==> config.mk <==
export PLATFORM = sky130hd
export DESIGN_NAME = popcount_class_sequencer_flat
export DESIGN_NICKNAME = d
export VERILOG_FILES = /design/src/rtl/popcount_class_sequencer_pkg.sv /design/src/rtl/popcount_class_sequencer_if.sv /design/src/rtl/popcount_class_dp.sv /design/src/rtl/popcount_class_sequencer.sv /design/src/flat_wrapper.sv
export SDC_FILE = /design/constraint.sdc
export NUM_CORES = 1
export LEC_CHECK = 0
export ABC_CLOCK_PERIOD_IN_PS = 4150
export CORE_MARGIN = 5
export CORE_UTILIZATION = 47
export CTS_BUF_LIST = sky130_fd_sc_hd__clkbuf_16
export CTS_CLUSTER_DIAMETER = 150
export DETAILED_ROUTE_END_ITERATION = 16
export GPL_ROUTABILITY_DRIVEN = 0
export MAX_ROUTING_LAYER = met4
export PLACE_DENSITY = 0.72
export SYNTH_ARGS = -nofsm -noshare
export SYNTH_HDL_FRONTEND = slang
export SYNTH_HIERARCHICAL = 1
export SYNTH_SLANG_ARGS = --single-unit
==> constraint.sdc <==
create_clock -name clk -period 4.15 [get_ports clk]
set_clock_uncertainty 0.1 [all_clocks]
set_input_delay 1.0375 -clock clk [delete_from_list [all_inputs] [get_ports clk]]
set_output_delay 1.0375 -clock clk [all_outputs]
set_load 0.005 [all_outputs]
==> src/rtl/popcount_class_sequencer_pkg.sv <==
// Shared definitions for the popcount class sequencer.
// Contents: datapath widths, the FSM state encoding, and small helpers that
// turn the collected one-hot class vector into a class index and an error flag.
package popcount_class_sequencer_pkg;

  localparam int DATA_W    = 7;  // width of an input word
  localparam int CNT_OUT_W = 3;  // ones count of a 7-bit word fits in 3 bits
  localparam int SEL_W     = 2;  // mux select width
  localparam int NUM_CLASS = 4;  // number of classes / mux inputs

  typedef enum logic [1:0] {
    IDLE = 2'd0,
    SCAN = 2'd1,
    DONE = 2'd2
  } state_t;

  // Index of the lowest set bit, 0 when no bit is set.
  function automatic logic [SEL_W-1:0] lowest_set(input logic [NUM_CLASS-1:0] v);
    logic [SEL_W-1:0] r;
    r = '0;
    for (int k = NUM_CLASS - 1; k >= 0; k--) begin
      if (v[k]) r = k[SEL_W-1:0];
    end
    return r;
  endfunction

  // True when the vector is not exactly one-hot (none set, or several set).
  function automatic logic not_one_hot(input logic [NUM_CLASS-1:0] v);
    return (v == '0) || ((v & (v - 1'b1)) != '0);
  endfunction

endpackage

==> src/rtl/popcount_class_sequencer_if.sv <==
// Handshake/bus interface of the popcount class sequencer.
// Input side : in_valid/in_ready/in_data (word source).
// Output side: out_valid/out_ready, out_count, out_class, out_onehot, out_err.
// Status     : busy, word_cnt (completed words), clr_cnt (clear word_cnt).
// slave modport is used by the sequencer, master by whoever drives it.
interface popcount_class_sequencer_if #(
  parameter int CNT_W = 8
);
  import popcount_class_sequencer_pkg::*;

  logic                 in_valid;
  logic                 in_ready;
  logic [DATA_W-1:0]    in_data;
  logic                 out_valid;
  logic                 out_ready;
  logic [CNT_OUT_W-1:0] out_count;
  logic [SEL_W-1:0]     out_class;
  logic [NUM_CLASS-1:0] out_onehot;
  logic                 out_err;
  logic                 busy;
  logic [CNT_W-1:0]     word_cnt;
  logic                 clr_cnt;

  modport slave (
    input  in_valid, in_data, out_ready, clr_cnt,
    output in_ready, out_valid, out_count, out_class, out_onehot, out_err,
           busy, word_cnt
  );

  modport master (
    output in_valid, in_data, out_ready, clr_cnt,
    input  in_ready, out_valid, out_count, out_class, out_onehot, out_err,
           busy, word_cnt
  );

endinterface

==> src/rtl/popcount_class_dp.sv <==
// Shared datapath: 7-bit ones-count encoder feeding a 4-way class-select mux.
// i_word : word being classified
// i_sel  : mux select (class index being probed)
// o_y    : ones count of i_word
// o_z    : 1 when the class of o_y equals i_sel
// The class of a count is the ones count of the count itself (0..3).
module popcount_class_dp
  import popcount_class_sequencer_pkg::*;
(
  input  logic [DATA_W-1:0]    i_word,
  input  logic [SEL_W-1:0]     i_sel,
  output logic [CNT_OUT_W-1:0] o_y,
  output logic                 o_z
);

  logic [SEL_W-1:0]     w_class;
  logic [NUM_CLASS-1:0] w_class_dec;

  // Encoder: ones count of the word.
  always_comb begin
    o_y = '0;
    for (int b = 0; b < DATA_W; b++) begin
      o_y = o_y + CNT_OUT_W'(i_word[b]);
    end
  end

  // Class of the count: at most 3 ones in a 3-bit count, fits in SEL_W bits.
  assign w_class = SEL_W'(o_y[0]) + SEL_W'(o_y[1]) + SEL_W'(o_y[2]);

  // Mux inputs: one decoded line per class.
  for (genvar gi = 0; gi < NUM_CLASS; gi++) begin : g_dec
    assign w_class_dec[gi] = (w_class == SEL_W'(gi));
  end

  assign o_z = w_class_dec[i_sel];

endmodule

==> src/rtl/popcount_class_sequencer.sv <==
// Controller sequencing the shared popcount/class datapath.
// clk   : clock, rising edge
// rst_n : asynchronous active-low reset
// bus   : slave side of popcount_class_sequencer_if (handshakes, results,
//         busy, word_cnt, clr_cnt)
// A word accepted in IDLE is held while the mux select steps through the
// classes; each z response lands in one bit of a one-hot vector. The result
// is registered and presented until the consumer takes it.
module popcount_class_sequencer
  import popcount_class_sequencer_pkg::*;
#(
  parameter int CNT_W      = 8,
  parameter bit EARLY_EXIT = 1'b0
) (
  input logic                        clk,
  input logic                        rst_n,
  popcount_class_sequencer_if.slave  bus
);

  state_t               r_state;
  state_t               w_state_next;
  logic [DATA_W-1:0]    r_data;
  logic [SEL_W-1:0]     r_sel;
  logic [CNT_OUT_W-1:0] r_count;
  logic [NUM_CLASS-1:0] r_onehot;
  logic                 r_out_valid;
  logic [CNT_OUT_W-1:0] r_out_count;
  logic [SEL_W-1:0]     r_out_class;
  logic [NUM_CLASS-1:0] r_out_onehot;
  logic                 r_out_err;
  logic [CNT_W-1:0]     r_word_cnt;

  logic [DATA_W-1:0]    w_word;
  logic [CNT_OUT_W-1:0] w_y;
  logic                 w_z;
  logic                 w_accept;
  logic                 w_hs;
  logic                 w_scan_end;

  // In IDLE the encoder sees the incoming word so its count can be captured
  // on the accept edge; afterwards it sees the held word.
  assign w_word = (r_state == IDLE) ? bus.in_data : r_data;

  popcount_class_dp u_dp (
    .i_word (w_word),
    .i_sel  (r_sel),
    .o_y    (w_y),
    .o_z    (w_z)
  );

  assign w_accept   = (r_state == IDLE) && bus.in_valid;
  assign w_hs       = r_out_valid && bus.out_ready;
  assign w_scan_end = (r_sel == SEL_W'(NUM_CLASS - 1)) || (EARLY_EXIT && w_z);

  always_ff @(posedge clk or negedge rst_n) begin
    if (!rst_n) r_state <= IDLE;
    else        r_state <= w_state_next;
  end

  always_comb begin
    w_state_next = r_state;
    case (r_state)
      IDLE:    if (w_accept)   w_state_next = SCAN;
      SCAN:    if (w_scan_end) w_state_next = DONE;
      DONE:    if (w_hs)       w_state_next = IDLE;
      default:                 w_state_next = IDLE;
    endcase
  end

  always_ff @(posedge clk or negedge rst_n) begin
    if (!rst_n) begin
      r_data       <= '0;
      r_sel        <= '0;
      r_count      <= '0;
      r_onehot     <= '0;
      r_out_valid  <= 1'b0;
      r_out_count  <= '0;
      r_out_class  <= '0;
      r_out_onehot <= '0;
      r_out_err    <= 1'b0;
    end else begin
      if (w_accept) begin
        r_data   <= bus.in_data;
        r_count  <= w_y;
        r_onehot <= '0;
        r_sel    <= '0;
      end else if (r_state == SCAN) begin
        r_onehot[r_sel] <= w_z;
        r_sel           <= r_sel + 1'b1;
      end

      // First DONE cycle loads the result; out_valid rises one edge later.
      if (r_state == DONE && !r_out_valid) begin
        r_out_valid  <= 1'b1;
        r_out_count  <= r_count;
        r_out_onehot <= r_onehot;
        r_out_class  <= lowest_set(r_onehot);
        r_out_err    <= not_one_hot(r_onehot);
      end else if (w_hs) begin
        r_out_valid  <= 1'b0;
      end
    end
  end

  // Clear has priority over a coincident handshake increment.
  always_ff @(posedge clk or negedge rst_n) begin
    if (!rst_n)           r_word_cnt <= '0;
    else if (bus.clr_cnt) r_word_cnt <= '0;
    else if (w_hs)        r_word_cnt <= r_word_cnt + 1'b1;
  end

  assign bus.in_ready   = (r_state == IDLE);
  assign bus.busy       = (r_state != IDLE);
  assign bus.out_valid  = r_out_valid;
  assign bus.out_count  = r_out_count;
  assign bus.out_class  = r_out_class;
  assign bus.out_onehot = r_out_onehot;
  assign bus.out_err    = r_out_err;
  assign bus.word_cnt   = r_word_cnt;

endmodule

==> src/flat_wrapper.sv <==
// flat-port wrapper written by rule: the top's interface ports become plain ports
module popcount_class_sequencer_flat import popcount_class_sequencer_pkg::*;
#(
  parameter int CNT_W      = 8,
  parameter bit EARLY_EXIT = 1'b0
)
  (clk, rst_n, bus_in_valid, bus_in_data, bus_out_ready, bus_clr_cnt, bus_in_ready, bus_out_valid, bus_out_count, bus_out_class, bus_out_onehot, bus_out_err, bus_busy, bus_word_cnt);
  popcount_class_sequencer_if #(.CNT_W(CNT_W)) bus_i ();
  input logic clk;
  input logic rst_n;
  input wire logic [$bits(bus_i.in_valid)-1:0] bus_in_valid;
  input wire logic [$bits(bus_i.in_data)-1:0] bus_in_data;
  input wire logic [$bits(bus_i.out_ready)-1:0] bus_out_ready;
  input wire logic [$bits(bus_i.clr_cnt)-1:0] bus_clr_cnt;
  output wire logic [$bits(bus_i.in_ready)-1:0] bus_in_ready;
  output wire logic [$bits(bus_i.out_valid)-1:0] bus_out_valid;
  output wire logic [$bits(bus_i.out_count)-1:0] bus_out_count;
  output wire logic [$bits(bus_i.out_class)-1:0] bus_out_class;
  output wire logic [$bits(bus_i.out_onehot)-1:0] bus_out_onehot;
  output wire logic [$bits(bus_i.out_err)-1:0] bus_out_err;
  output wire logic [$bits(bus_i.busy)-1:0] bus_busy;
  output wire logic [$bits(bus_i.word_cnt)-1:0] bus_word_cnt;
  assign bus_i.in_valid = bus_in_valid;
  assign bus_i.in_data = bus_in_data;
  assign bus_i.out_ready = bus_out_ready;
  assign bus_i.clr_cnt = bus_clr_cnt;
  assign bus_in_ready = bus_i.in_ready;
  assign bus_out_valid = bus_i.out_valid;
  assign bus_out_count = bus_i.out_count;
  assign bus_out_class = bus_i.out_class;
  assign bus_out_onehot = bus_i.out_onehot;
  assign bus_out_err = bus_i.out_err;
  assign bus_busy = bus_i.busy;
  assign bus_word_cnt = bus_i.word_cnt;
  popcount_class_sequencer #(.CNT_W(CNT_W), .EARLY_EXIT(EARLY_EXIT)) u_core (.clk(clk), .rst_n(rst_n), .bus(bus_i));
endmodule
==> out/qor.yml, run 1 <==
global_route:
  grt_use_total: 0.1532
  grt_pass1_wl_um: 6141
  number_of_antenna_violations_at_the_first_check_in_global_routing: 0
  grt_remaining_overflow: 0
  number_of_global_route_vias_before_repair: 1370
  pin_count_of_the_biggest_net_entering_global_routing: 38
floorplanning:
  starting_density_of_the_core: 0.4783
  floorplan.die_area_um2: 5413
  die_x_um: 73.57
  io_pins: 33
  die_height_um: 73.57
  fp.coreArea_um2: 3971
  number_of_rows_created_at_floorplan: 23
drt:
  via_count: 1308
  routed.top_layer: "met4"
  drc: 0
  avgViaCountPerCell: 5.190
  detail_route.iter0.violations: 35
  drt-wirelength-per-cell_um: 13.76
  detailroute.wirelength.met3_um: 210
  antenna_violating_nets_post_route: 0
  dr_wl_met2_um: 1775
  drt_pre_antenna_iters: 4
  detail_route.wirelength.met1_um: 1457
  routed_wirelength_um: 3467
sta:
  finalWorstPathRequiredPeriod_ps: 4629
  max_slew_margin: 0.5927
  worst_slack_ps: -479.0
  final_min_period_over_clock_period: 1.115
  worst_slew_pin_slew_ps: 609.7
  setup-violations-final: 4
  timing_hold_violations_final: 0
  setup_repair_after_global_routing_missed_its_margin: "yes"
  final-max-slew-violation-count: 0
  fmax_mhz: 216.0
synthesis:
  syn-mean-instance-area_um2: 11.72
  dominantRegCellSynth: "sky130_fd_sc_hd__dfrtp_1"
  yosys_warnings: 6
  seq_area_frac_synth: 0.4875
  async_reset_ff_frac: 1.000
  synth-seq-cells: 37
  postSynthCellCount: 162
  yosys.cell_types.count: 32
  synth_enable_flop_cells: 0
  synth.net_count: 184
  post_synthesis_instance_area_um2: 1899
clock_network:
  clkLatencyLatePin_ps: 270
  ctsHtreeMaxLevel: 2
  worst_setup_hold_path_clk_slew_ps: 50
  post_cts_buffers: 0
  tritoncts.num_buffers: 5
  clock_tree_from_tritoncts: "built"
  cts_sinks: 37
  clock_tree.buffer_depth: 2
  clockRootBuffer: "sky130_fd_sc_hd__clkbuf_16"
placement:
  detailedPlace.worstSlack_ps: -1128
  portBuffers: 32
  placed_area_um2: 2280
  dp_hpwl_um: 2611
worst_setup_path:
  cp_num_buf_inv: 4
  critical_path.slowest_cell: "sky130_fd_sc_hd__fa_1"
  worstSetupStartpointType: "input pin"
  crit_top_cell: "sky130_fd_sc_hd__fa_1"
  setup_slack_of_the_worst_register_to_register_path_ps: -410
  worst_path_largest_cell_delay_ps: 550
  timing.reg2reg.worst_path_depth: 15
  timing.rr.start: "u_core/r_state[1]$_DFFE_PN0P_"
  timing.critical_path.to_type: "register"
  crit_fanout: 4
  critical_path.cell_chain: "buf_6 -> mux2_4 -> fa_1 -> inv_2 -> fa_1 -> inv_2 -> fa_2 -> fa_1 -> inv_2 -> fa_1 -> xnor2_1 -> nor2_1 -> nor2b_4 -> mux2_4 -> a22o_4"
  r2r-end: "u_core/r_onehot[3]$_DFFE_PN0P_"
  critical_path_class: "input pin to register"
  top_family_by_delay_on_critical_path: "adder cells"
  critPathRequiredTime_ps: 4210
  wp_data_arrival_ps: 4690
hold_path:
  timing.hold.worst_path_depth: 2
  hold_path.class: "register to register"
  worstHoldEndpoint: "u_core/bus.out_onehot[0]$_DFFE_PN0P_"
  min_from: "u_core/bus.out_onehot[0]$_DFFE_PN0P_"
layout:
  layout-drive-gt1-share: 0.2624
  n_antenna_cell: 0
  layout_cell_area_excl_fill_um2: 2449
  nets: 223
  layout-area-overhead-vs-synth_pct: 28.92
  final_core_utilization: 0.6166
status:
  violations: "negative setup slack"
  result_of_the_run: "complete, but fails checks"
power:
  static-leakage-power_nw: 1.083
  ir_drop_mv: 0.7446
  powerDensity_nw_per_um2: 1082
job:
  max_cap_viol_count: 0
-- cell families after synthesis --
logic type	synth area share
xor+xnor	0.02306
flops	0.4875
simple gates	0.08498
compound gates	0.1094
mux	0.1482
fa+ha+maj	0.08564
buf+inv	0.06126
-- power breakdown --
| group | switching, mW | internal, mW |
|---|---|---|
| sequential | 0.109 | 0.497 |
| combinational | 0.693 | 1.01 |
| clock | 0.127 | 0.216 |
-- synth_stat cells, drive strengths merged, types with 4 or more instances --
library cell	count	share of area
a21oi	8	0.021
a22o	5	0.026
buf	5	0.026
dfrtp	37	0.49
fa	5	0.053
ha	5	0.033
inv	18	0.036
mux2	25	0.15
nand2	11	0.022
nor2	5	0.011
o21ai	12	0.032
or3	4	0.013
-- registers in the layout, summed over array words and instances (netlist names), 3 cells and up --
register and flops:
u_core/bus.word_cnt 8, u_core/bus.out_onehot 4, u_core/bus.out_count 3, u_core/r_data 7
u_core/r_count 3, u_core/r_onehot 4
-- routing by layer --
layer	vias up	global-route usage
met1	636	0.1768
li1	636	-
met4	0	0.06640
met2	34	0.2451
met3	2	0.04788
met5	-	-
-- worst reg2reg max path: stages (launching register included) --
cell,delay [ps]
sky130_fd_sc_hd__dfrtp_1,480
sky130_fd_sc_hd__nor2_4,240
sky130_fd_sc_hd__mux2_4,330
sky130_fd_sc_hd__fa_1,550
sky130_fd_sc_hd__inv_2,40
sky130_fd_sc_hd__fa_1,490
sky130_fd_sc_hd__inv_2,40
sky130_fd_sc_hd__fa_2,330
sky130_fd_sc_hd__fa_1,540
sky130_fd_sc_hd__inv_2,40
sky130_fd_sc_hd__fa_1,480
sky130_fd_sc_hd__xnor2_1,110
sky130_fd_sc_hd__nor2_1,50
sky130_fd_sc_hd__nor2b_4,130
sky130_fd_sc_hd__mux2_4,270
sky130_fd_sc_hd__a22o_4,220
-- metrics by stage --
stage	TNS [ps]	hold WS [ps]	total power, mW	cells
floorplan	-2280	369.9	1.767	162
global route	-2308	421.2	2.925	252
global placement	-4238	363.0	2.079	244
detailed placement	-4599	375.5	2.139	244
CTS	-2040	387.1	2.633	252
finish	-1823	381.8	2.650	252
-- area by class of cell --
class / instances / area [µm²]
Sequential cell: 37 / 925.9
Timing Repair Buffer: 37 / 349.1
Clock buffer: 5 / 125.1
Fill cell: 331 / 1523
Clock inverter: 3 / 12.51
Tap cell: 50 / 62.56
Multi-Input combinational cell: 102 / 905.9
Inverter: 18 / 67.56
-- placed cells by master, fill, tap and decap left out, drive strengths merged, types with 8 or more instances in the layout --
cell and count:
clkdlybuf4s50 29, a21oi 8, buf 8, o21ai 12
dfrtp 37, mux2 25, nand2 11, inv 18
-- what timing repair did --
action / CTS / global route
hold buffers: 0 / 0
cloned: 0 / 0
setup endpoints to repair: 4 / 4
pin swaps: 8 / 5
gates resized for setup: 20 / 4
-- worst max-delay path by stage --
stage / startpoint / to / cells after the start
after floorplan: bus_in_data[0] / u_core/r_onehot[3]$_DFFE_PN0P_ / 14
after global placement: bus_in_data[0] / u_core/r_onehot[1]$_DFFE_PN0P_ / 15
after detailed placement: bus_in_data[0] / u_core/r_onehot[3]$_DFFE_PN0P_ / 15
after CTS: bus_in_data[3] / u_core/r_onehot[3]$_DFFE_PN0P_ / 15
after global routing: bus_in_data[3] / u_core/r_onehot[3]$_DFFE_PN0P_ / 15
final: bus_in_data[3] / u_core/r_onehot[3]$_DFFE_PN0P_ / 15
Power figures use the tool's default switching activity.
==> run 2: changes to the inputs <==
--- a/config.mk
+++ b/config.mk
@@ -6,6 +6,7 @@
 export NUM_CORES = 1
 export LEC_CHECK = 0
 export ABC_CLOCK_PERIOD_IN_PS = 4150
+export CORE_ASPECT_RATIO = 0.9
 export CORE_MARGIN = 5
 export CORE_UTILIZATION = 47
 export CTS_BUF_LIST = sky130_fd_sc_hd__clkbuf_16
==> run 2 against run 1 <==
The flow still finishes with violations (negative setup slack). Clock power is essentially flat. First-iteration DRC count shrank 8.6%. Wire length rose by 4.3%. Core utilization shrank 0.56 points. Combinational power about the same. Flip-flop and latch count unchanged. Critical path depth unchanged. Global-route usage down 0.37 points. Sequential power down 2%. Non-clock buffer count is the same. Setup slack worse by 5.3 ps. Critical endpoint is now u_core/r_onehot[2]$_DFFE_PN0P_.
==> out/qor.yml, run 2 (synthesis gave the netlist of run 1 again) <==
clock_network:
  ctsHtreeMaxLevel: 2
  tritoncts.num_buffers: 5
  cts_sinks: 37
  post_cts_buffers: 0
  clock_tree_from_tritoncts: "built"
  cts.hold.buffers_added: 0
  worst_setup_hold_path_clk_slew_ps: 50
  clockRootBuffer: "sky130_fd_sc_hd__clkbuf_16"
  clkLatencyLatePin_ps: 270
  clock_tree.buffer_depth: 2
layout:
  leading_cell_types_in_the_layout_fill_and_taps_excluded: "sky130_fd_sc_hd__dfrtp_1, sky130_fd_sc_hd__clkdlybuf4s50_1, sky130_fd_sc_hd__mux2_2"
  final_core_utilization: 0.6110
  layout-area-overhead-vs-synth_pct: 28.39
  layout-drive-gt1-share: 0.2537
  mostFrequentLayoutCell: "sky130_fd_sc_hd__dfrtp_1"
  n_antenna_cell: 0
  layout_cell_area_excl_fill_um2: 2439
  largest_reg_flops: 8
  stdcell_count: 249
  nets: 223
sta:
  finalWorstPathRequiredPeriod_ps: 4634
  timing_hold_violations_final: 0
  setup_repair_after_global_routing_missed_its_margin: "yes"
  worst_slack_ps: -484.3
  max_slew_margin: 0.6447
  final.hold.worst_slack_ps: 374.1
  final_min_period_over_clock_period: 1.117
  final-max-slew-violation-count: 0
  worst_slew_pin_slew_ps: 531.9
  setup-violations-final: 4
  fmax_mhz: 215.8
  timing.setup.tns_ps: -1914
global_route:
  pin_count_of_the_biggest_net_entering_global_routing: 38
  number_of_global_route_vias_before_repair: 1403
  grt_remaining_overflow: 0
  number_of_antenna_violations_at_the_first_check_in_global_routing: 0
  grt_use_total: 0.1495
  grt_pass1_wl_um: 6292
worst_setup_path:
  top_family_by_delay_on_critical_path: "adder cells"
  worst_path_largest_cell_delay_ps: 550
  timing.critical_path.to_type: "register"
  crit_fanout: 4
  timing.rr.start: "u_core/r_state[1]$_DFFE_PN0P_"
  critical_path.slowest_cell: "sky130_fd_sc_hd__fa_1"
  wp_data_arrival_ps: 4700
  r2r-end: "u_core/r_onehot[2]$_DFFE_PN0P_"
  crit_top_cell: "sky130_fd_sc_hd__fa_1"
  critical_path_depth: 15
  worstSetupStartpoint: "bus_in_data[0]"
  cp_num_buf_inv: 4
  critical_path_class: "input pin to register"
  critPathRequiredTime_ps: 4220
  critical_path.cell_chain: "buf_6 -> mux2_4 -> fa_1 -> inv_2 -> fa_1 -> inv_1 -> fa_2 -> fa_1 -> inv_2 -> fa_1 -> xnor2_1 -> nor2_1 -> nor2b_4 -> mux2_4 -> a22o_4"
  worstSetupStartpointType: "input pin"
  setup_slack_of_the_worst_register_to_register_path_ps: -390
  timing.reg2reg.worst_path_depth: 15
  critical_path_end: "u_core/r_onehot[2]$_DFFE_PN0P_"
power:
  powerDensity_nw_per_um2: 1088
  ir_drop_mv: 0.7022
  clock_power_share: 0.130
  power.share.combinational: 0.648
  share_seq_of_total_power: 0.223
  static-leakage-power_nw: 1.082
  power.total_mw: 2.654
  netSwitchingPower_mw: 0.9590
  switching_share: 0.3614
  intPower_mw: 1.695
hold_path:
  hold_path.class: "register to register"
  timing.hold.worst_path_depth: 2
drt:
  detail_route.iter0.violations: 32
  drt_pre_antenna_iters: 4
  drc: 0
  drt-wirelength-per-cell_um: 14.53
  via_count: 1315
  routed_wirelength_um: 3617
  avgViaCountPerCell: 5.281
  antenna_violating_nets_post_route: 0
placement:
  placed_area_um2: 2277
  place.detailed.instances: 242
  detailedPlace.worstSlack_ps: -1111
  portBuffers: 32
  dp_hpwl_um: 2685
floorplanning:
  starting_density_of_the_core: 0.4759
  io_pins: 33
  number_of_rows_created_at_floorplan: 22
  floorplan.die_area_um2: 5414
  fp.coreArea_um2: 3991
  die_height_um: 70.31
  die_x_um: 77.01
status:
  result_of_the_run: "complete, but fails checks"
  violations: "negative setup slack"
job:
  max_cap_viol_count: 0
[run 2: timing repair]
action                                  CTS  global route
pin swaps                                 8             8
endpoints found under the hold margin     0             0
resized for setup                        19             4
endpoints found under the setup margin    4             4
[run 2: worst min-delay path by stage]
stage,startpoint,endpoint,slack (ps)
global route,u_core/bus.out_class[1]$_DFFE_PN0P_,u_core/bus.out_class[1]$_DFFE_PN0P_,410
global placement,u_core/bus.out_class[1]$_DFFE_PN0P_,u_core/bus.out_class[1]$_DFFE_PN0P_,370
floorplan,u_core/bus.out_onehot[0]$_DFFE_PN0P_,u_core/bus.out_onehot[0]$_DFFE_PN0P_,370
finish,u_core/bus.out_class[1]$_DFFE_PN0P_,u_core/bus.out_class[1]$_DFFE_PN0P_,370
CTS,u_core/bus.out_class[1]$_DFFE_PN0P_,u_core/bus.out_class[1]$_DFFE_PN0P_,380
detailed placement,u_core/bus.out_class[1]$_DFFE_PN0P_,u_core/bus.out_class[1]$_DFFE_PN0P_,370
[run 2: routing by layer]
| layer | vias to the layer above | wire (µm) | global-route usage |
|---|---|---|---|
| met5 | - | 0 | - |
| met4 | 0 | 80 | 0.06489 |
| met3 | 10 | 151 | 0.05284 |
| met2 | 31 | 1773 | 0.2309 |
| met1 | 640 | 1612 | 0.1767 |
| li1 | 634 | - | - |
[run 2: power groups by stage]
stage	clock network [mW]	registers [mW]	logic, mW
3_3_place_gp	0	0.589	1.47
4_1_cts	0.354	0.593	1.67
5_1_grt	0.369	0.610	1.88
2_1_floorplan	0	0.585	1.18
6_report	0.344	0.591	1.72
3_5_place_dp	0	0.598	1.52
[run 2: worst min-delay path: stages (launching register included)]
cell and delay (ps):
sky130_fd_sc_hd__dfrtp_1 340, sky130_fd_sc_hd__nand2_1 60, sky130_fd_sc_hd__o41ai_2 40
[run 2: area by class of cell]
cell class	instances	area, µm²
inverter	18	67.56
sequential	37	925.9
clock inverter	2	7.507
tap	48	60.06
multi-input combinational	102	897.1
fill	327	1553
clock buffer	5	125.1
timing repair buffer	37	355.3
==> run 3: changes to the inputs <==
==> constraint.sdc (replaced) <==
create_clock -name clk -period 4.15 [get_ports clk]
set_clock_uncertainty 0.1 [all_clocks]
set_input_delay 0.6225 -clock clk [delete_from_list [all_inputs] [get_ports clk]]
set_output_delay 0.6225 -clock clk [all_outputs]
set_load 0.005 [all_outputs]
==> run 3 against run 2 <==
The flow still finishes with violations (negative setup slack). Total power up 4.9%. Cell area rose by 2.2%. Maximum frequency is 4.0% higher. Cell count increased by 0.80%. Via count grew 0.53%. Core utilization increased by 1.3 points. Global-route usage is 0.49 points higher. Critical endpoint is now u_core/r_onehot[3]$_DFFE_PN0P_.
==> out/qor.yml, run 3 (synthesis gave the netlist of run 1 again) <==
worst_setup_path:
  critPathRequiredTime_ps: 4210
  critical_path_class: "register to register"
  wp_data_arrival_ps: 4520
  cp_num_buf_inv: 3
  critical_path.cell_chain: "nor2_4 -> mux2_4 -> fa_1 -> inv_1 -> fa_1 -> inv_1 -> fa_2 -> fa_1 -> inv_2 -> fa_1 -> xnor2_1 -> nor2_1 -> nor2b_4 -> mux2_4 -> a22o_4"
  crit_top_cell: "sky130_fd_sc_hd__fa_1"
  worst_path_largest_cell_delay_ps: 530
  critical_path.slowest_cell: "sky130_fd_sc_hd__fa_1"
  top_family_by_delay_on_critical_path: "adder cells"
  crit_fanout: 4
  timing.critical_path.to_type: "register"
  worstSetupStartpointType: "register"
floorplanning:
  die_height_um: 70.31
  fp.coreArea_um2: 3991
  die_x_um: 77.01
  number_of_rows_created_at_floorplan: 22
  io_pins: 33
  starting_density_of_the_core: 0.4759
  floorplan.die_area_um2: 5414
clock_network:
  clock_tree_from_tritoncts: "built"
  cts_sinks: 37
  worst_setup_hold_path_clk_slew_ps: 50
  ctsHtreeMaxLevel: 2
  tritoncts.num_buffers: 5
  clkLatencyLatePin_ps: 270
  clockRootBuffer: "sky130_fd_sc_hd__clkbuf_16"
  clock_tree.buffer_depth: 2
sta:
  setup-violations-final: 4
  timing_hold_violations_final: 0
  timing.setup.tns_ps: -1174
  final_min_period_over_clock_period: 1.074
  final.hold.worst_slack_ps: 391.2
  max_slew_margin: 0.5785
  finalWorstPathRequiredPeriod_ps: 4455
  setup_repair_after_global_routing_missed_its_margin: "yes"
  fmax_mhz: 224.5
  final-max-slew-violation-count: 0
  worst_slew_pin_slew_ps: 630.9
  worst_slack_ps: -305.3
status:
  violations: "negative setup slack"
  result_of_the_run: "complete, but fails checks"
power:
  static-leakage-power_nw: 1.110
  powerDensity_nw_per_um2: 1118
  power.total_mw: 2.784
  ir_drop_mv: 0.6813
drt:
  antenna_violating_nets_post_route: 0
  drt_pre_antenna_iters: 4
  drc: 0
  via_count: 1322
  routed_wirelength_um: 3679
  drt-wirelength-per-cell_um: 14.66
  avgViaCountPerCell: 5.267
  detail_route.iter0.violations: 45
layout:
  nets: 224
  largest_reg_flops: 8
  stdcell_count: 251
  final_core_utilization: 0.6241
  layout-drive-gt1-share: 0.2414
  layout-area-overhead-vs-synth_pct: 31.16
  n_antenna_cell: 0
  mostFrequentLayoutCell: "sky130_fd_sc_hd__dfrtp_1"
  layout.filler_cells: 294
  leading_cell_types_in_the_layout_fill_and_taps_excluded: "sky130_fd_sc_hd__dfrtp_1, sky130_fd_sc_hd__clkdlybuf4s50_1, sky130_fd_sc_hd__inv_1, sky130_fd_sc_hd__mux2_2, sky130_fd_sc_hd__o21ai_0"
global_route:
  number_of_antenna_violations_at_the_first_check_in_global_routing: 0
  pin_count_of_the_biggest_net_entering_global_routing: 38
  number_of_global_route_vias_before_repair: 1466
  grt_pass1_wl_um: 6575
  grt_use_total: 0.1544
  grt_remaining_overflow: 0
hold_path:
  hold_path.class: "register to register"
placement:
  portBuffers: 32
  dp_hpwl_um: 2653
  place.detailed.instances: 242
job:
  max_cap_viol_count: 0
-- run 3: cell types whose count changed in the layout (fill, tap and decap cells not counted), sizes merged --
| cell | delta |
|---|---|
| buf | -2 |
| bufinv | +1 |
| dlygate4sd2 | +3 |
-- run 3: repair_timing --
action                                 CTS  global route
hold buffers                             0             0
resized for setup                        8             5
setup endpoints to repair                4             4
pin swaps                                5             1
endpoints found under the hold margin    0             0
buffers inserted                         1             0
-- run 3: report_power, final --
group | leakage (nW) | internal [mW] | switching [mW]
registers | 0.477 | 0.497 | 0.102
clock network | 0.0826 | 0.279 | 0.133
logic | 0.551 | 1.02 | 0.758
-- run 3: area by class of cell --
cell class | instances | area [µm²] | area share
Clock buffer | 5 | 125.1 | 0.05023
Multi-Input combinational cell | 102 | 913.4 | 0.3666
Timing Repair Buffer | 38 | 361.6 | 0.1452
Sequential cell | 37 | 925.9 | 0.3717
Clock inverter | 3 | 37.54 | 0.01507
Inverter | 18 | 67.56 | 0.02712
Tap cell | 48 | 60.06 | 0.02411
-- run 3: worst register-to-register path, delay by kind of cell, from the launching register on --
kind | cells | cell delay [ps]
AOI/OAI and AO/OA | 1 | 210
xor gates and xnor gates | 1 | 120
adders and majority gates | 5 | 2360
buffers and inverters | 3 | 150
DFF | 1 | 400
muxes | 2 | 590
and+or+nand+nor | 3 | 410
-- run 3: path summary, 6_finish.rpt --
| path | startpoint | cells after the start | slack (ps) | endpoint |
|---|---|---|---|---|
| hold reg to reg | u_core/bus.out_class[1]$_DFFE_PN0P_ | 2 | 390 | u_core/bus.out_class[1]$_DFFE_PN0P_ |
| hold / removal | u_core/bus.out_class[1]$_DFFE_PN0P_ | 2 | 390 | u_core/bus.out_class[1]$_DFFE_PN0P_ |
| setup / recovery | u_core/r_state[0]$_DFFE_PN0P_ | 15 | -310 | u_core/r_onehot[3]$_DFFE_PN0P_ |
| max in group asynchronous | rst_n | 2 | 2940 | u_core/bus.out_count[2]$_DFFE_PN0P_ |
| min in group asynchronous | rst_n | 2 | 680 | u_core/bus.word_cnt[3]$_DFFE_PN0P_ |
| setup reg to reg | u_core/r_state[0]$_DFFE_PN0P_ | 15 | -310 | u_core/r_onehot[3]$_DFFE_PN0P_ |
-- run 3: layer usage --
| layer | vias up | global-route usage | part of all wire |
|---|---|---|---|
| met4 | 0 | 0.08969 | 0.017 |
| li1 | 639 | - | - |
| met1 | 650 | 0.1896 | 0.46 |
| met5 | - | - | 0 |
| met3 | 6 | 0.04124 | 0.040 |
| met2 | 27 | 0.2290 | 0.49 |
-- run 3: per-stage QoR --
| step | worst slack, ps | cell area (µm²) |
|---|---|---|
| final | -305.3 | 2491 |
| after global routing | -408.7 | 2491 |
| after CTS | -288.2 | 2469 |
| after detailed placement | -696.1 | 2283 |
| after global placement | -643.5 | 2283 |
| after floorplan | -254.2 | 1914 |
==> RTL edit 1 (config.mk and constraints of run 3) <==
`EARLY_EXIT` is set to 1'b0 in 2 places; all go to 1'b1.
--- a/src/rtl/popcount_class_sequencer.sv
+++ b/src/rtl/popcount_class_sequencer.sv
@@ -10,7 +10,7 @@
   import popcount_class_sequencer_pkg::*;
 #(
   parameter int CNT_W      = 8,
-  parameter bit EARLY_EXIT = 1'b0
+  parameter bit EARLY_EXIT = 1'b1
 ) (
   input logic                        clk,
   input logic                        rst_n,
--- a/src/flat_wrapper.sv
+++ b/src/flat_wrapper.sv
@@ -2,7 +2,7 @@
 module popcount_class_sequencer_flat import popcount_class_sequencer_pkg::*;
 #(
   parameter int CNT_W      = 8,
-  parameter bit EARLY_EXIT = 1'b0
+  parameter bit EARLY_EXIT = 1'b1
 )
   (clk, rst_n, bus_in_valid, bus_in_data, bus_out_ready, bus_clr_cnt, bus_in_ready, bus_out_valid, bus_out_count, bus_out_class, bus_out_onehot, bus_out_err, bus_busy, bus_word_cnt);
   popcount_class_sequencer_if #(.CNT_W(CNT_W)) bus_i ();
Function: changed (a bounded check fails within 4 cycles, from zero or initial values and one cycle with rst_n low).
==> RTL edit 1 against run 3 <==
  * The run still ends with setup timing left
  * Sequential cell count stayed put
  * Design area fell by 0.45%
  * Synthesized area grew 0.59%
  * Wire length is 0.19% higher
  * Global-route usage shrank 0.43 points
  * Setup slack worse by 0.092 ns
  * Critical path type unchanged
Power is not shown: default switching activity piles up to over one toggle a cycle in this logic, so the estimate is an artifact.
==> RTL edit 1: results (changes against run 3) <==
==================================================================================
Outcome                                                               complete, but fails checks
Failing checks                                                        setup timing
Number of hold violations in the final report                                    0   unchanged
Via-to-Cell Ratio                                                             5.25   -0.28%
Most frequent cells after synthesis                                   dfrtp_1 (37), mux2_2 (25), inv_1 (18)
Arr. time, crit path                                                       4.61 ns   +0.09 ns
DR iter-0 viols                                                                 68   +51%
Worst-Skew Late Latency                                                    0.27 ns   about the same
Clock tree root driver cell                                              clkbuf_16
Post-synthesis share of cell area spent on xor and xnor gates                2.29%   -0.014 points
Share of final-layout standard cells stronger than drive strength 1          25.2%   +1.1 points
Setup ws final                                                           -0.397 ns   -0.0916 ns
Worst max-slew margin expressed relative to the limit                        64.1%   +6.2 points
Post-synth ARST share                                                         100%   unchanged
Total global routing track utilization                                       15.0%   -0.43 points
Wire length of the first global-routing pass                               6.42 mm   -2.3%
Number of global-route vias before repair                                     1400   -4.5%
Sequential cell area fraction in the yosys report                            48.5%   -0.29 points
Portion of netlist area occupied by mux cells                                15.3%   +0.44 points
Maximum number of pins on one net before global-route repair                    38   unchanged
Top area cells in the synthesized netlist                             dfrtp_1 (48%), mux2_2 (15%), fa_1 (5.2%)
Synth Area in Adders                                                         8.51%   -0.050 points
Number of input and output port buffers inserted                                32   unchanged
Syn. warnings                                                                    6   unchanged
Post-Synthesis Net Count                                                       185   +0.54%
Final Net Count                                                                227   +1.3%
Sum of net half-perimeters after detailed placement                        2.63 mm   -0.80%
Area fraction in compound gates after synthesis                              10.6%   -0.33 points
DRT Wirelength                                                             3.69 mm   +0.19%
Final number of setup-violating endpoints                                        5   +1
Initial standard-cell utilization of the core                                47.9%   +0.28 points
Number of antenna diodes                                                         0   unchanged
==================================================================================
==> RTL edit 1: cell types whose count changed after synthesis <==
cell,run 3,this run
a21oi_1,8,7
and2b_1,0,1
buf_4,1,0
buf_6,2,3
mux2i_1,0,1
nand2_1,11,10
nor2_1,4,6
nor2b_1,1,0
or3b_1,0,1
or3b_4,1,0
==> RTL edit 1: cell type report <==
cell class / instances / area, sq um
timing repair buffer: 40 / 377
sequential: 37 / 926
inverter: 18 / 67.6
clock inverter: 3 / 13.8
tap: 48 / 60.1
fill: 308 / 1510
clock buffer: 5 / 125
multi-input combinational: 103 / 911
==> RTL edit 1: critical path: cells and delay by family, from the launching register on <==
family	cells	cell delay [ns]
mux	2	0.60
compound gates	1	0.21
buf+inv	3	0.16
flops	1	0.40
xor+xnor	1	0.12
simple gates	3	0.50
fa+ha+maj	5	2.36
==> RTL edit 1: worst paths after layout <==
path	from	end	slack, ns	cells past startpoint
worst min register to register	u_core/bus.out_onehot[1]	u_core/bus.out_onehot[1]	0.38	2
min in group asynchronous	rst_n	u_core/bus.out_count[2]	0.66	2
worst min-delay path	u_core/bus.out_onehot[1]	u_core/bus.out_onehot[1]	0.38	2
max in group asynchronous	rst_n	u_core/r_data[5]	2.95	2
worst max register to register	u_core/r_state[0]	u_core/r_onehot[2]	-0.40	15
worst max-delay path	u_core/r_state[0]	u_core/r_onehot[2]	-0.40	15
==> RTL edit 1: per-layer routing <==
layer	GRT usage [%]	vias up	wire, um
li1	-	638	-
met1	18.8	662	1620
met2	23.4	30	1850
met3	4.38	4	175
met4	4.96	0	38
met5	-	-	0
==> RTL edit 1: stage by stage <==
stage | std cells | setup TNS [ns] | setup slack, ns | cell area [sq um]
after global placement | 244 | -3.35 | -0.672 | 2300
final | 254 | -1.66 | -0.397 | 2480
after detailed placement | 244 | -3.83 | -0.768 | 2300
after CTS | 254 | -1.66 | -0.393 | 2460
after floorplan | 163 | -1.43 | -0.357 | 1930
after global routing | 254 | -2.53 | -0.539 | 2480
==> RTL edit 1: cells by family after synthesis <==
group                      Yosys count
adders and majority gates           10
and+or+nand+nor                     32
AOI/OAI and AO/OA                   30
muxes                               26
buffers and inverters               23
xor gates and xnor gates             5
DFF                                 37
==> RTL edit 1: repair_timing <==
item / CTS / global route
hold buffers: 0 / 0
pin swaps: 6 / 3
endpoints found under the setup margin: 6 / 6
resized for setup: 9 / 3
buffers inserted: 2 / 1
==> RTL edit 2 (config.mk and constraints of run 3) <==
Without the edit above. Encoding of `state_t`: now one-hot (3 bits for 3 states).
--- a/src/rtl/popcount_class_sequencer_pkg.sv
+++ b/src/rtl/popcount_class_sequencer_pkg.sv
@@ -8,10 +8,10 @@
   localparam int SEL_W     = 2;  // mux select width
   localparam int NUM_CLASS = 4;  // number of classes / mux inputs
 
-  typedef enum logic [1:0] {
-    IDLE = 2'd0,
-    SCAN = 2'd1,
-    DONE = 2'd2
+  typedef enum logic [2:0] {
+    IDLE = 3'b001,
+    SCAN = 3'b010,
+    DONE = 3'b100
   } state_t;
 
   // Index of the lowest set bit, 0 when no bit is set.
Behaviour: no difference found for any inputs over 10 cycles, from zero or initial values and one cycle with rst_n low; not proved beyond that.
==> RTL edit 2 against run 3 <==
  * The run still ends with setup timing left
  * Design area rose by 5.5%
  * Fmax fell by 1.9%
  * Setup slack got worse by 0.087 ns
  * Total power fell by 15%
  * Synthesized area rose by 6.1%
  * Sequential cell count rose by 1
  * Wire length rose by 9.9%
  * Critical endpoint is now u_core/r_onehot[1]
  * Highest routed layer unchanged
==> RTL edit 2: results (changes against run 3) <==
====================================================================================================
Maximum VDD drop                                                                          0.000660 V   -3.1%
# H-tree levels                                                                                    2   unchanged
Unique cell type count in the Yosys netlist                                                       39   +22%
End point of the worst hold path                                                        u_core/bus.out_class[1]
Hold Startpoint                                                                         u_core/bus.out_class[1]
Worst max-slew margin expressed relative to the limit                                          22.1%   -36 points
Area fraction in compound gates after synthesis                                                11.0%   +0.052 points
Most frequent cells after synthesis                                                     dfrtp_1 (37), inv_1 (19), nand2_1 (18)
Setup ws final                                                                             -0.392 ns   -0.0872 ns
DP Worst Slack                                                                             -0.614 ns   +0.0819 ns
Portion of netlist area occupied by mux cells                                                  11.7%   -3.1 points
Register area                                                                              952 sq um   +2.8%
Post-synthesis share of cell area spent on xor and xnor gates                                  2.17%   -0.13 points
Share of final-layout standard cells stronger than drive strength 1                            20.4%   -3.7 points
Post-synth ARST share                                                                           100%   unchanged
Sum of net half-perimeters after detailed placement                                          2.93 mm   +11%
Outcome                                                                                 complete, but fails checks
Post-CTS Resized                                                                                   1   -7
Number of global-route vias before repair                                                       1504   +2.6%
Maximum number of pins on one net before global-route repair                                      39   +2.6%
Reg2reg start                                                                           u_core/r_state[0]
Top area cells in the synthesized netlist                                               dfrtp_1 (46%), mux2_2 (9.5%), fa_1 (5.0%)
Count of cells along the worst register-to-register path                                          16   +1
Final number of setup-violating endpoints                                                          4   unchanged
Syn. warnings                                                                                      6   unchanged
Accumulated negative setup slack                                                            -1.55 ns   -0.372 ns
Failing checks                                                                          setup timing
Post-Synthesis Net Count                                                                         206   +12%
Number of antenna violations at the first check in global routing                                  0   unchanged
Synth Area in Adders                                                                           8.07%   -0.49 points
Drt wl/cell                                                                                  14.8 um   +1.1%
Number of input and output port buffers inserted                                                  32   unchanged
Fin Hold WS                                                                                 0.377 ns   -0.0141 ns
Total global routing track utilization                                                         16.2%   +0.73 points
DR iter-0 viols                                                                                   92   +100%
Capturing point of the worst reg2reg path                                               u_core/r_onehot[1]
Arr. time, crit path                                                                         4.55 ns   +0.03 ns
Via-to-Cell Ratio                                                                               5.44   +3.3%
Leakage                                                                                      1.14 nW   +2.5%
Wire length of the first global-routing pass                                                 6.92 mm   +5.2%
Final Net Count                                                                                  246   +9.8%
CP peak stage delay                                                                          0.55 ns   +0.02 ns
Largest fanout on the critical path                                                                4   unchanged
Class of the most critical setup path                                                        reg2reg
Setup fix buffers added after clock tree synthesis                                                 0   -1
Sequential cell area fraction in the yosys report                                              47.2%   -1.5 points
Clock-pin slew reported for the worst setup and hold paths after clock tree synthesis        0.05 ns   about the same
Max-cap violation count                                                                            0   unchanged
Number of antenna diodes                                                                           0   unchanged
Filler cell count                                                                                306   +4.1%
Cell with the largest stage delay on the worst path                                          dfstp_2
====================================================================================================
RTL edit 2: cell count changes after synthesis, moves of 3 or more:
cell      before  now
o21ai_0       12    6
a22o_2         5    0
mux2_2        25   17
o21ai_1        0    4
nand2b_1       0    7
o221ai_1       0    4
nor2_1         4    8
mux2_4         0    3
nand2_1       11   18
RTL edit 2: cell type report:
class / instances / area share, %
clock buffer: 5 / 4.76
clock inverter: 3 / 2.43
inverter: 19 / 2.81
multi-input combinational: 121 / 37.3
sequential: 38 / 36.2
tap: 48 / 2.28
timing repair buffer: 39 / 14.2
RTL edit 2: worst max-delay path by stage:
stage          slack [ns]                 end  depth (start not counted)
2_1_floorplan       -0.41  u_core/r_onehot[1]                         17
3_3_place_gp        -0.49  u_core/r_onehot[3]                         15
3_5_place_dp        -0.61  u_core/r_onehot[1]                         15
4_1_cts             -0.47  u_core/r_onehot[1]                         16
5_1_grt             -0.60  u_core/r_onehot[2]                         16
6_report            -0.39  u_core/r_onehot[1]                         16
RTL edit 2: cell families after synthesis:
logic type	after synthesis
AO/OA/AOI/OAI	34
multiplexers	20
buffers and inverters	25
AND/OR/NAND/NOR	52
XOR/XNOR	5
flip-flops	38
adder cells (fa/ha/maj)	10
RTL edit 2: power breakdown:
part / switching, W / internal [W] / total [W]
clock network: 0.000139 / 0.000342 / 0.000480
registers: 0.0000834 / 0.000480 / 0.000564
logic: 0.000610 / 0.000703 / 0.00131
total: 0.000832 / 0.00152 / 0.00236
RTL edit 2: metrics by stage:
stage,area [sq um],instances
2_1_floorplan,2030,184
3_3_place_gp,2410,264
3_5_place_dp,2410,264
4_1_cts,2610,272
5_1_grt,2630,273
6_report,2630,273
RTL edit 2: routing by layer:
metal	wire length, um	track usage (%)
met5	0	-
met3	196	3.60
met4	81	7.44
met1	1760	19.0
met2	2010	26.6
